`src/rtl/fractal_pkg.sv`:
```
// Shared definitions for the fractal result path: the collector FSM state encoding
// and the solver-memory address / solver-id widths.
package fractal_pkg;

  localparam int ADDR_W = 19;
  localparam int SID_W  = 6;

  typedef enum logic [2:0] {
    IDLE,
    WAIT_DONE,
    READ,
    FETCH,
    OUT,
    DONE
  } state_t;

endpackage

```
`src/rtl/result_collector_color_map.sv`:
```
// Palette mapping: escaped counts get their low byte bit-shuffled for visual contrast,
// and non-escaped (all-ones) counts become black.
module color_map #(
  parameter int ITER_W = 8
) (
  input  logic [ITER_W-1:0] i_iter,
  output logic [7:0]        o_pix
);

  logic [7:0] w_low;

  generate
    if (ITER_W > 8) begin : g_trunc
      assign w_low = i_iter[7:0];
    end else begin : g_ext
      assign w_low = 8'(i_iter);
    end
  endgenerate

  assign o_pix = (&i_iter) ? 8'h00 : {w_low[2:0], w_low[5:3], w_low[7:6]};

endmodule

```
`src/rtl/result_collector.sv`:
```
// Reads solver result memories pixel by pixel in row-major order and streams them out
// over a valid/ready handshake. Define COLOR_MAP_EN to route counts through color_map.
module result_collector
  import fractal_pkg::*;
#(
  parameter int NUM_SOLVERS = 1,
  parameter int WIDTH       = 99,
  parameter int HEIGHT      = 66,
  parameter int ITER_W      = 8
) (
  input  logic              clock,
  input  logic              reset,
  input  logic              start,
  input  logic              solvers_done,
  output logic [SID_W-1:0]  rd_solver_id,
  output logic [ADDR_W-1:0] rd_addr,
  input  logic [ITER_W-1:0] rd_data,
  output logic              pix_valid,
  input  logic              pix_ready,
  output logic [ADDR_W-1:0] pix_addr,
  output logic [7:0]        pix_data,
  output logic              busy,
  output logic              frame_done
);

  localparam logic [ADDR_W-1:0] LAST_P   = ADDR_W'(WIDTH * HEIGHT - 1);
  localparam logic [SID_W-1:0]  LAST_SID = SID_W'(NUM_SOLVERS - 1);

  state_t              r_state;
  state_t              w_next;
  logic [ADDR_W-1:0]   r_p;
  logic [ADDR_W-1:0]   r_addr;
  logic [SID_W-1:0]    r_sid;
  logic [ITER_W-1:0]   r_iter;
  logic                w_hs;
  logic [7:0]          w_pix;

  always_comb begin
    // NOTE: every output of this block gets a default first so no path infers a latch.
    w_next     = r_state;
    pix_valid  = 1'b0;
    busy       = 1'b1;
    frame_done = 1'b0;
    unique case (r_state)
      IDLE: begin
        busy = 1'b0;
        if (start) w_next = WAIT_DONE;
      end
      WAIT_DONE: if (solvers_done) w_next = READ;
      READ:      w_next = FETCH;
      FETCH:     w_next = OUT;
      OUT: begin
        pix_valid = 1'b1;
        if (pix_ready) w_next = (r_p == LAST_P) ? DONE : READ;
      end
      DONE: begin
        frame_done = 1'b1;
        w_next     = IDLE;
      end
      default: w_next = IDLE;
    endcase
  end

  assign w_hs = pix_valid && pix_ready;

  // NOTE: sequential state uses non-blocking assignments so every register samples pre-edge values.
  always_ff @(posedge clock) begin
    if (!reset) begin
      r_state <= IDLE;
      r_p     <= '0;
      r_addr  <= '0;
      r_sid   <= '0;
      r_iter  <= '0;
    end else begin
      r_state <= w_next;
      if (r_state == FETCH) r_iter <= rd_data;
      if (r_state == DONE) begin
        r_p    <= '0;
        r_addr <= '0;
        r_sid  <= '0;
        r_iter <= '0;
      end else if (w_hs && (r_p != LAST_P)) begin
        // Solver id cycles fastest; the per-solver word address advances on each wrap.
        r_p <= r_p + ADDR_W'(1);
        if (r_sid == LAST_SID) begin
          r_sid  <= '0;
          r_addr <= r_addr + ADDR_W'(1);
        end else begin
          r_sid <= r_sid + SID_W'(1);
        end
      end
    end
  end

`ifdef COLOR_MAP_EN
  color_map #(
    .ITER_W (ITER_W)
  ) u_color_map (
    .i_iter (r_iter),
    .o_pix  (w_pix)
  );
`else
  generate
    if (ITER_W > 8) begin : g_trunc
      assign w_pix = r_iter[7:0];
    end else begin : g_ext
      assign w_pix = 8'(r_iter);
    end
  endgenerate
`endif

  assign rd_solver_id = r_sid;
  assign rd_addr      = r_addr;
  assign pix_addr     = r_p;
  assign pix_data     = w_pix;

endmodule

```
`config.mk`:
```
export PLATFORM = sky130hd
export DESIGN_NAME = result_collector
export DESIGN_NICKNAME = d
export VERILOG_FILES = /design/src/rtl/fractal_pkg.sv /design/src/rtl/result_collector_color_map.sv /design/src/rtl/result_collector.sv
export SDC_FILE = /design/constraint.sdc
export NUM_CORES = 1
export LEC_CHECK = 0
export ABC_CLOCK_PERIOD_IN_PS = 5750
export BUFFER_PORTS_ARGS = -buffer_cell sky130_fd_sc_hd__buf_2
export CAP_MARGIN = 30
export CELL_PAD_IN_SITES_DETAIL_PLACEMENT = 0
export CELL_PAD_IN_SITES_GLOBAL_PLACEMENT = 2
export CORE_UTILIZATION = 33
export CTS_CLUSTER_DIAMETER = 40
export DETAILED_ROUTE_END_ITERATION = 8
export PLACE_DENSITY_LB_ADDON = 0.12
export SLEW_MARGIN = 20
export SYNTH_ARGS = -nofsm -noshare
export SYNTH_HDL_FRONTEND = slang
export SYNTH_SLANG_ARGS = --single-unit
```
`constraint.sdc`:
```
create_clock -name clock -period 5.75 [get_ports clock]
set_input_delay 1.15 -clock clock [delete_from_list [all_inputs] [get_ports clock]]
set_output_delay 1.15 -clock clock [all_outputs]
set_load 0.02 [all_outputs]
```
# Word-level counts from Yosys, hierarchy flattened
# Cells that the tools add are included.
[op_classes] bitwise_logic=1 n_eq_ne=10 mux=9 addsub=3 n_reduce_logical=7
[op_table] operator="$add A19 B1 Y19 const B" n=2
[op_table] operator="$eq A19 B13 Y1 const B" n=1
[op_table] operator="$ne A19 B13 Y1 const B" n=1
[op_table] operator="$pmux W3 S5" n=1
[op_table] operator="$mux W3" n=4
[op_table] operator="$add A6 B1 Y6 const B" n=1
[op_table] operator="$eq A3 B2 Y1 const B" n=2
[op_table] operator="$eq A3 B3 Y1 const B" n=2
[op_table] operator="$logic_not A6 Y1" n=1
[op_table] operator="$mux W6" n=1
[op_table] operator="$ne A2 B2 Y1 const B" n=3
[op_table] operator="$eq A3 B1 Y1 const B" n=1
[op_table] operator="$logic_not A3 Y1" n=1
[op_table] operator="$mux W1" n=3
[op_table] operator="$reduce_and A3 Y1" n=1
[op_table] operator="$logic_and A1 B1 Y1" n=2
[op_table] operator="$reduce_and A2 Y1" n=1
[op_table] operator="$reduce_or A2 Y1" n=1
[op_table] operator="$not A1 Y1" n=1
[totals] reg_bits=55 word_cells=35 output_inout_bits=55

# Depth between registers and ports, before layout
# Gate-level depths: netlist (run 1).
[depth] ltp_word=5 mapped_depth=8 mapped_depth_nobuf=7

# Worst setup path after synthesis (run 1)
# No wires, ideal clock.
[synth_path] path_kind="input to register" start="input pix_ready" end="register r_addr[15], in the netlist rd_addr[15]" required_ns=5.622 setup_slack_ns=3.343 t_arrival_ns=2.280 n_path_buf=1 path_stages=6 cell_sequence="and4bb_2 > buf_4 > nand4_2 > a2111oi_2 > xnor2_1 > nor2_1"
[synth_between] elab_chain_len=3
[synth_lines] item="start: declaration" line="result_collector.sv:19" rtl="input logic pix_ready,"
[synth_lines] item="$logic_and A1 B1 Y1" line="result_collector.sv:64" rtl="assign w_hs = pix_valid && pix_ready;"
[synth_lines] item="$logic_and A1 B1 Y1" line="result_collector.sv:82" rtl="end else if (w_hs && (r_p != LAST_P)) begin"
[synth_lines] item="$reduce_and A2 Y1 (no line)"
[synth_lines] item="end signal: assignment" line="result_collector.sv:87" rtl="r_addr <= r_addr + ADDR_W'(1);"
[synth_lines] item="end: declaration" line="result_collector.sv:32" rtl="logic [ADDR_W-1:0] r_addr;"
# Every way passes these cells.
# A chain may end at the register's enable or synchronous reset.

# Final worst setup path (run 1)
[layout_path] start="register r_state[2]" end="output pix_valid"
[layout_between] elab_chain_len=2
[layout_lines] item="start: declaration" line="result_collector.sv:29" rtl="state_t r_state;"
[layout_lines] item="start signal: assignment" line="result_collector.sv:75" rtl="r_state <= w_next;"
[layout_lines] item="$eq A3 B3 Y1" line="result_collector.sv:44" rtl="unique case (r_state)"
[layout_lines] item="$mux W1" line="result_collector.sv:44"
[layout_lines] item="end: declaration" line="result_collector.sv:18" rtl="output logic pix_valid,"
# Every way passes these cells.

==> run metrics, run 1 <==
I/O pins 68; post-CTS sizing 0; Leak 0.00126 uW; GR Util All Layers 0.168; FILL cells 842; Top delay family on crit path flip-flops; final hold viol count 0; Initial Utilization 0.348; Worst Path Max Fanout 9; full die area 0.00864 mm^2; post-synthesis sequential area ratio 0.403; status finished clean; syn_area_per_cell 8.42 um^2; R2R Path Start pix_addr[0]; synthesis-to-layout area growth 18.6%; initial antenna violation count 0; Least-Margin Pin Slew 0.761 ns; CTS Hold Bufs 0; DP Cell Count 481; Slew Viols, Final 0; Core Region 0.00785 mm^2; Pwr Total 640 uW; first-pass GRT wire length 11.6 mm; Rel. slew slack 0.486; initial DRC count 115; root buf cell clkbuf_8; post-route ant nets 0; fin crit share 0.445; clock net sink count 55; total of max-cap violations 0; Post-Layout Cell Count 489; crit path time final 2.56 ns; TNS Setup 0 ns; netlist area before placement 0.00273 mm^2; CTS Buffer Depth 2; grt total ovfl 0; Worst VDD drop 0.0000811 V; Synth Warn # 0; Primary FF master, synth dfxtp_1; share of Yosys cell area claimed by the top area cell type 0.403; Yosys top cell by area dfxtp_1; post-synth net total 342; Register Area 0.00110 mm^2; post-DP HPWL 4.95 mm; pin count of the biggest net entering global routing 51; Yosys reg bits 55; crit-path cells nor3b_1, buf_2; die width 92.9 um; commonest cells in the netlist dfxtp_1 (55), nand2_1 (44), a21oi_1 (30); Setup Buffers After CTS 0; CP arrival 1.41 ns; Pwr per Cell Area 198 mW/mm^2; Critical path origin r_state[2]; clock-pin slew on the worst setup and hold paths 0.11 ns; Netlist cell types 48; number of flops mapped to enable cells by yosys 0; most frequent cell after synthesis dfxtp_1; Antenna Cells 0; DR vias/cell 5.12; # rows 32; WS Path Type reg2out; Hold/Removal Path Class reg2reg; final setup fails 0; Buf+Inv Stages, Crit Path 1; Placer Congestion 0.737; CTS tree done; H-tree Lvls 2; synthesized instance count 324; Final #Nets 404; ranking of synthesized cells by area dfxtp_1 (40%), nand2_1 (6.1%), a21oi_1 (5.5%); Clock Skews 0.0108 ns; startpoint class of the critical path register; drt wl/cell 14.4 um; ys async rst share 0; die height 92.9 um; port bufs 67; Worst EP required 4.60 ns; layout cells sized above 1 0.235; maximum clock frequency 391 MHz; CP max stage cell dfxtp_1; total CTS buffers 5; Worst path max stage delay 0.50 ns; drt pass-1 iters 4; number of global-route vias before repair 2252; Total Routed Length 7.05 mm; RSZ-0062 raised after global routing no; # DRC 0; hold_sp pix_data[7]; via count 2502; clock latency on the worst-skew pair 0.32 ns; crit end category primary output; Multi-input gate area 0.00153 mm^2
[through the flow]
| step | util | instance area (um^2) | worst slack (ns) | hold slack, ns |
|---|---|---|---|---|
| 2_1_floorplan | - | 2730 | 3.34 | 0.535 |
| 3_3_place_gp | 0.401 | 3140 | 2.97 | 0.439 |
| 3_5_place_dp | 0.401 | 3140 | 2.94 | 0.445 |
| 4_1_cts | 0.412 | 3240 | 3.18 | 0.462 |
| 5_1_grt | 0.412 | 3240 | 3.09 | 0.481 |
| 6_report | 0.412 | 3240 | 3.19 | 0.459 |
[worst register-to-register path, delay by kind of cell (launching register included)]
kind                       cells  cell delay, ns
AOI/OAI and AO/OA              3            0.94
and+or+nand+nor                2            0.59
adders and majority gates      1            0.20
DFF                            1            0.43
[cells in the final DEF (no fill, tap or decap), types with 4 or more instances in the layout]
cell type and n:
buf_2 67, a21oi_1 30, inv_1 9, xor2_1 11, and3_1 6, nand2_1 44, o21a_1 4, o211ai_1 4
nor3_1 4, nand4_1 8, a211oi_1 4, nor2_1 28, or3_1 6, o31ai_1 4, xnor2_1 13, nand3_1 15
o21ai_0 8, or4_1 11, dfxtp_1 55, clkbuf_8 5, ha_1 5, and2_1 6
[metal layers]
metal | wire (um) | track usage
met2 | 3130 | 0.266
met5 | 0 | 0
met3 | 288 | 0.0279
met4 | 52 | 0.0385
met1 | 3580 | 0.238
[logic make-up after synthesis]
group                    share of synthesized area
AND/OR/NAND/NOR                              0.309
XOR/XNOR                                    0.0770
flip-flops                                   0.403
buffers and inverters                       0.0358
multiplexers                               0.00734
AO/OA/AOI/OAI                                0.145
adder cells (fa/ha/maj)                     0.0229
[path summary, 6_finish.rpt]
check           endpoint  slack [ns]  depth (start not counted)
min reg2reg  pix_data[7]        0.46                          2
max            pix_valid        3.19                          2
max reg2reg  rd_addr[11]        3.52                          6
min          pix_data[7]        0.46                          2
[final cells by class]
| class | count | area share |
|---|---|---|
| Clock buffer | 5 | 0.0213 |
| Clock inverter | 3 | 0.00773 |
| Inverter | 9 | 0.0104 |
| Multi-Input combinational cell | 246 | 0.473 |
| Sequential cell | 55 | 0.340 |
| Tap cell | 102 | 0.0394 |
| Timing Repair Buffer | 69 | 0.108 |
[sequential cells by signal, indices dropped and copies added, names as in the netlist]
| register | flops |
|---|---|
| pix_addr | 19 |
| pix_data | 8 |
| r_state | 3 |
| rd_addr | 19 |
| rd_solver_id | 6 |
[power breakdown]
| part | switching (uW) | total [uW] | leakage, uW | internal (uW) |
|---|---|---|---|---|
| registers | 3.24 | 386 | 0.000443 | 383 |
| clock network | 141 | 229 | 0.0000443 | 87.6 |
| logic | 15.7 | 25.5 | 0.000768 | 9.76 |
Power figures use the tool's default switching activity.
==> run 2, diff against run 1 <==
Settings changed: ABC_CLOCK_PERIOD_IN_PS 5750 to 2700, CORE_UTILIZATION 33 to 31.
Clock period 5.75 ns to 2.7 ns, I/O delays scaled along.
==> run metrics, run 2 (synthesized netlist as in run 1, its figures left out) <==
status finished clean; clock net sink count 55; wl on met1 3.69 mm; first-pass GRT wire length 11.5 mm; Pwr per Cell Area 440 mW/mm^2; # DRC 0; maximum clock frequency 453 MHz; DR vias/cell 5.10; port bufs 67; Worst Path Max Fanout 18; number of global-route vias before repair 2298; Hold Slack 0.445 ns; final hold viol count 0; Rel. slew slack 0.589; Final #Nets 409; die height 95.8 um; layout cells sized above 1 0.245; initial antenna violation count 0; Core Region 0.00838 mm^2; CTS Buffer Depth 2; Hold/Removal Path Class in2reg; Least-Margin Pin Slew 0.615 ns; via count 2534; DR WL met2 3.07 mm; Antenna Cells 0; I/O pins 68; commonest non-fill, non-tap cells in the layout buf_2 (67), dfxtp_1 (55), nand2_1 (44); Multi-input gate area 0.00153 mm^2; FILL cells 918; grt total ovfl 0; drt pass-1 iters 4; die width 95.8 um; TNS Setup 0 ns; Pwr Total 1450 uW; met3 WL 362 um; total CTS buffers 5; Clock Skews 0.0109 ns; Slew Viols, Final 0; Leak 0.00130 uW; clock-pin slew on the worst setup and hold paths 0.10 ns; Register Area 0.00110 mm^2; startpoint class of the critical path register; crit end category register; H-tree Lvls 2; CTS tree done; Max Used Layer met4; Worst VDD drop 0.000161 V; synthesis-to-layout area growth 21.0%; post-route ant nets 0; Worst EP required 2.94 ns; root buf cell clkbuf_8; initial DRC count 77; Initial Utilization 0.326; full die area 0.00918 mm^2; WS Path Type reg2reg; CTS Hold Bufs 0; most common cell after layout, fill and taps aside buf_2; total of max-cap violations 0; post-CTS sizing 0; Placer Congestion 0.727; Post-Place Setup Slack 0.477 ns; GR Util All Layers 0.162; # rows 33; final setup fails 0; CP arrival 2.45 ns; Setup Buffers After CTS 0; Total Routed Length 7.19 mm; crit path time final 2.21 ns; pin count of the biggest net entering global routing 36; RSZ-0062 raised after global routing no; clock latency on the worst-skew pair 0.31 ns; fin crit share 0.818; fin worst setup slack 0.491 ns; drt wl/cell 14.5 um; post-DP HPWL 5.28 mm
[run 2: cell count changes in the layout (fill, tap and decap cells not counted), sizes merged]
cell | before | now
buf | 69 | 74
bufinv | 0 | 1
clkbuf | 5 | 6
clkinv | 2 | 1
clkinvlp | 1 | 0
[run 2: power by group]
| group | internal, uW | switching [uW] | total (uW) |
|---|---|---|---|
| sequential | 815 | 6.60 | 822 |
| combinational | 21.7 | 33.8 | 55.6 |
| clock | 301 | 274 | 574 |
| total | 1140 | 314 | 1450 |
[run 2: path summary, 6_finish.rpt]
| kind | start | to | slack, ns | cells past startpoint |
|---|---|---|---|---|
| worst max register to register | pix_addr[0] | rd_addr[6] | 0.49 | 6 |
| worst min register to register | pix_data[1] | pix_data[1] | 0.45 | 2 |
| worst min-delay path | pix_ready | r_state[2] | 0.45 | 2 |
| worst max-delay path | pix_addr[0] | rd_addr[6] | 0.49 | 6 |
[run 2: area by class of cell]
type                            count  share of cell area
Clock buffer                        6              0.0250
Clock inverter                      2              0.0106
Inverter                            9              0.0102
Multi-Input combinational cell    246               0.463
Sequential cell                    55               0.333
Tap cell                          105              0.0398
Timing Repair Buffer               74               0.117
[run 2: metrics by stage]
| step | instance area, um^2 | instances | utilization |
|---|---|---|---|
| floorplan | 2730 | 324 | - |
| global placement | 3180 | 489 | 0.380 |
| detailed placement | 3180 | 489 | 0.380 |
| CTS | 3300 | 497 | 0.394 |
| global route | 3300 | 497 | 0.394 |
| finish | 3300 | 497 | 0.394 |
[run 2: critical path, stage by stage (launching register included)]
cell,delay (ns)
dfxtp_1,0.45
ha_1,0.21
nor4b_1,0.31
nand3_1,0.27
o21ai_2,0.57
o31ai_1,0.17
a21oi_1,0.16
[run 2: routing by layer]
layer	vias to the layer above	GRT usage
met2	60	0.252
met5	-	0
met1	1183	0.232
li1	1286	-
met4	0	0.0373
met3	5	0.0284
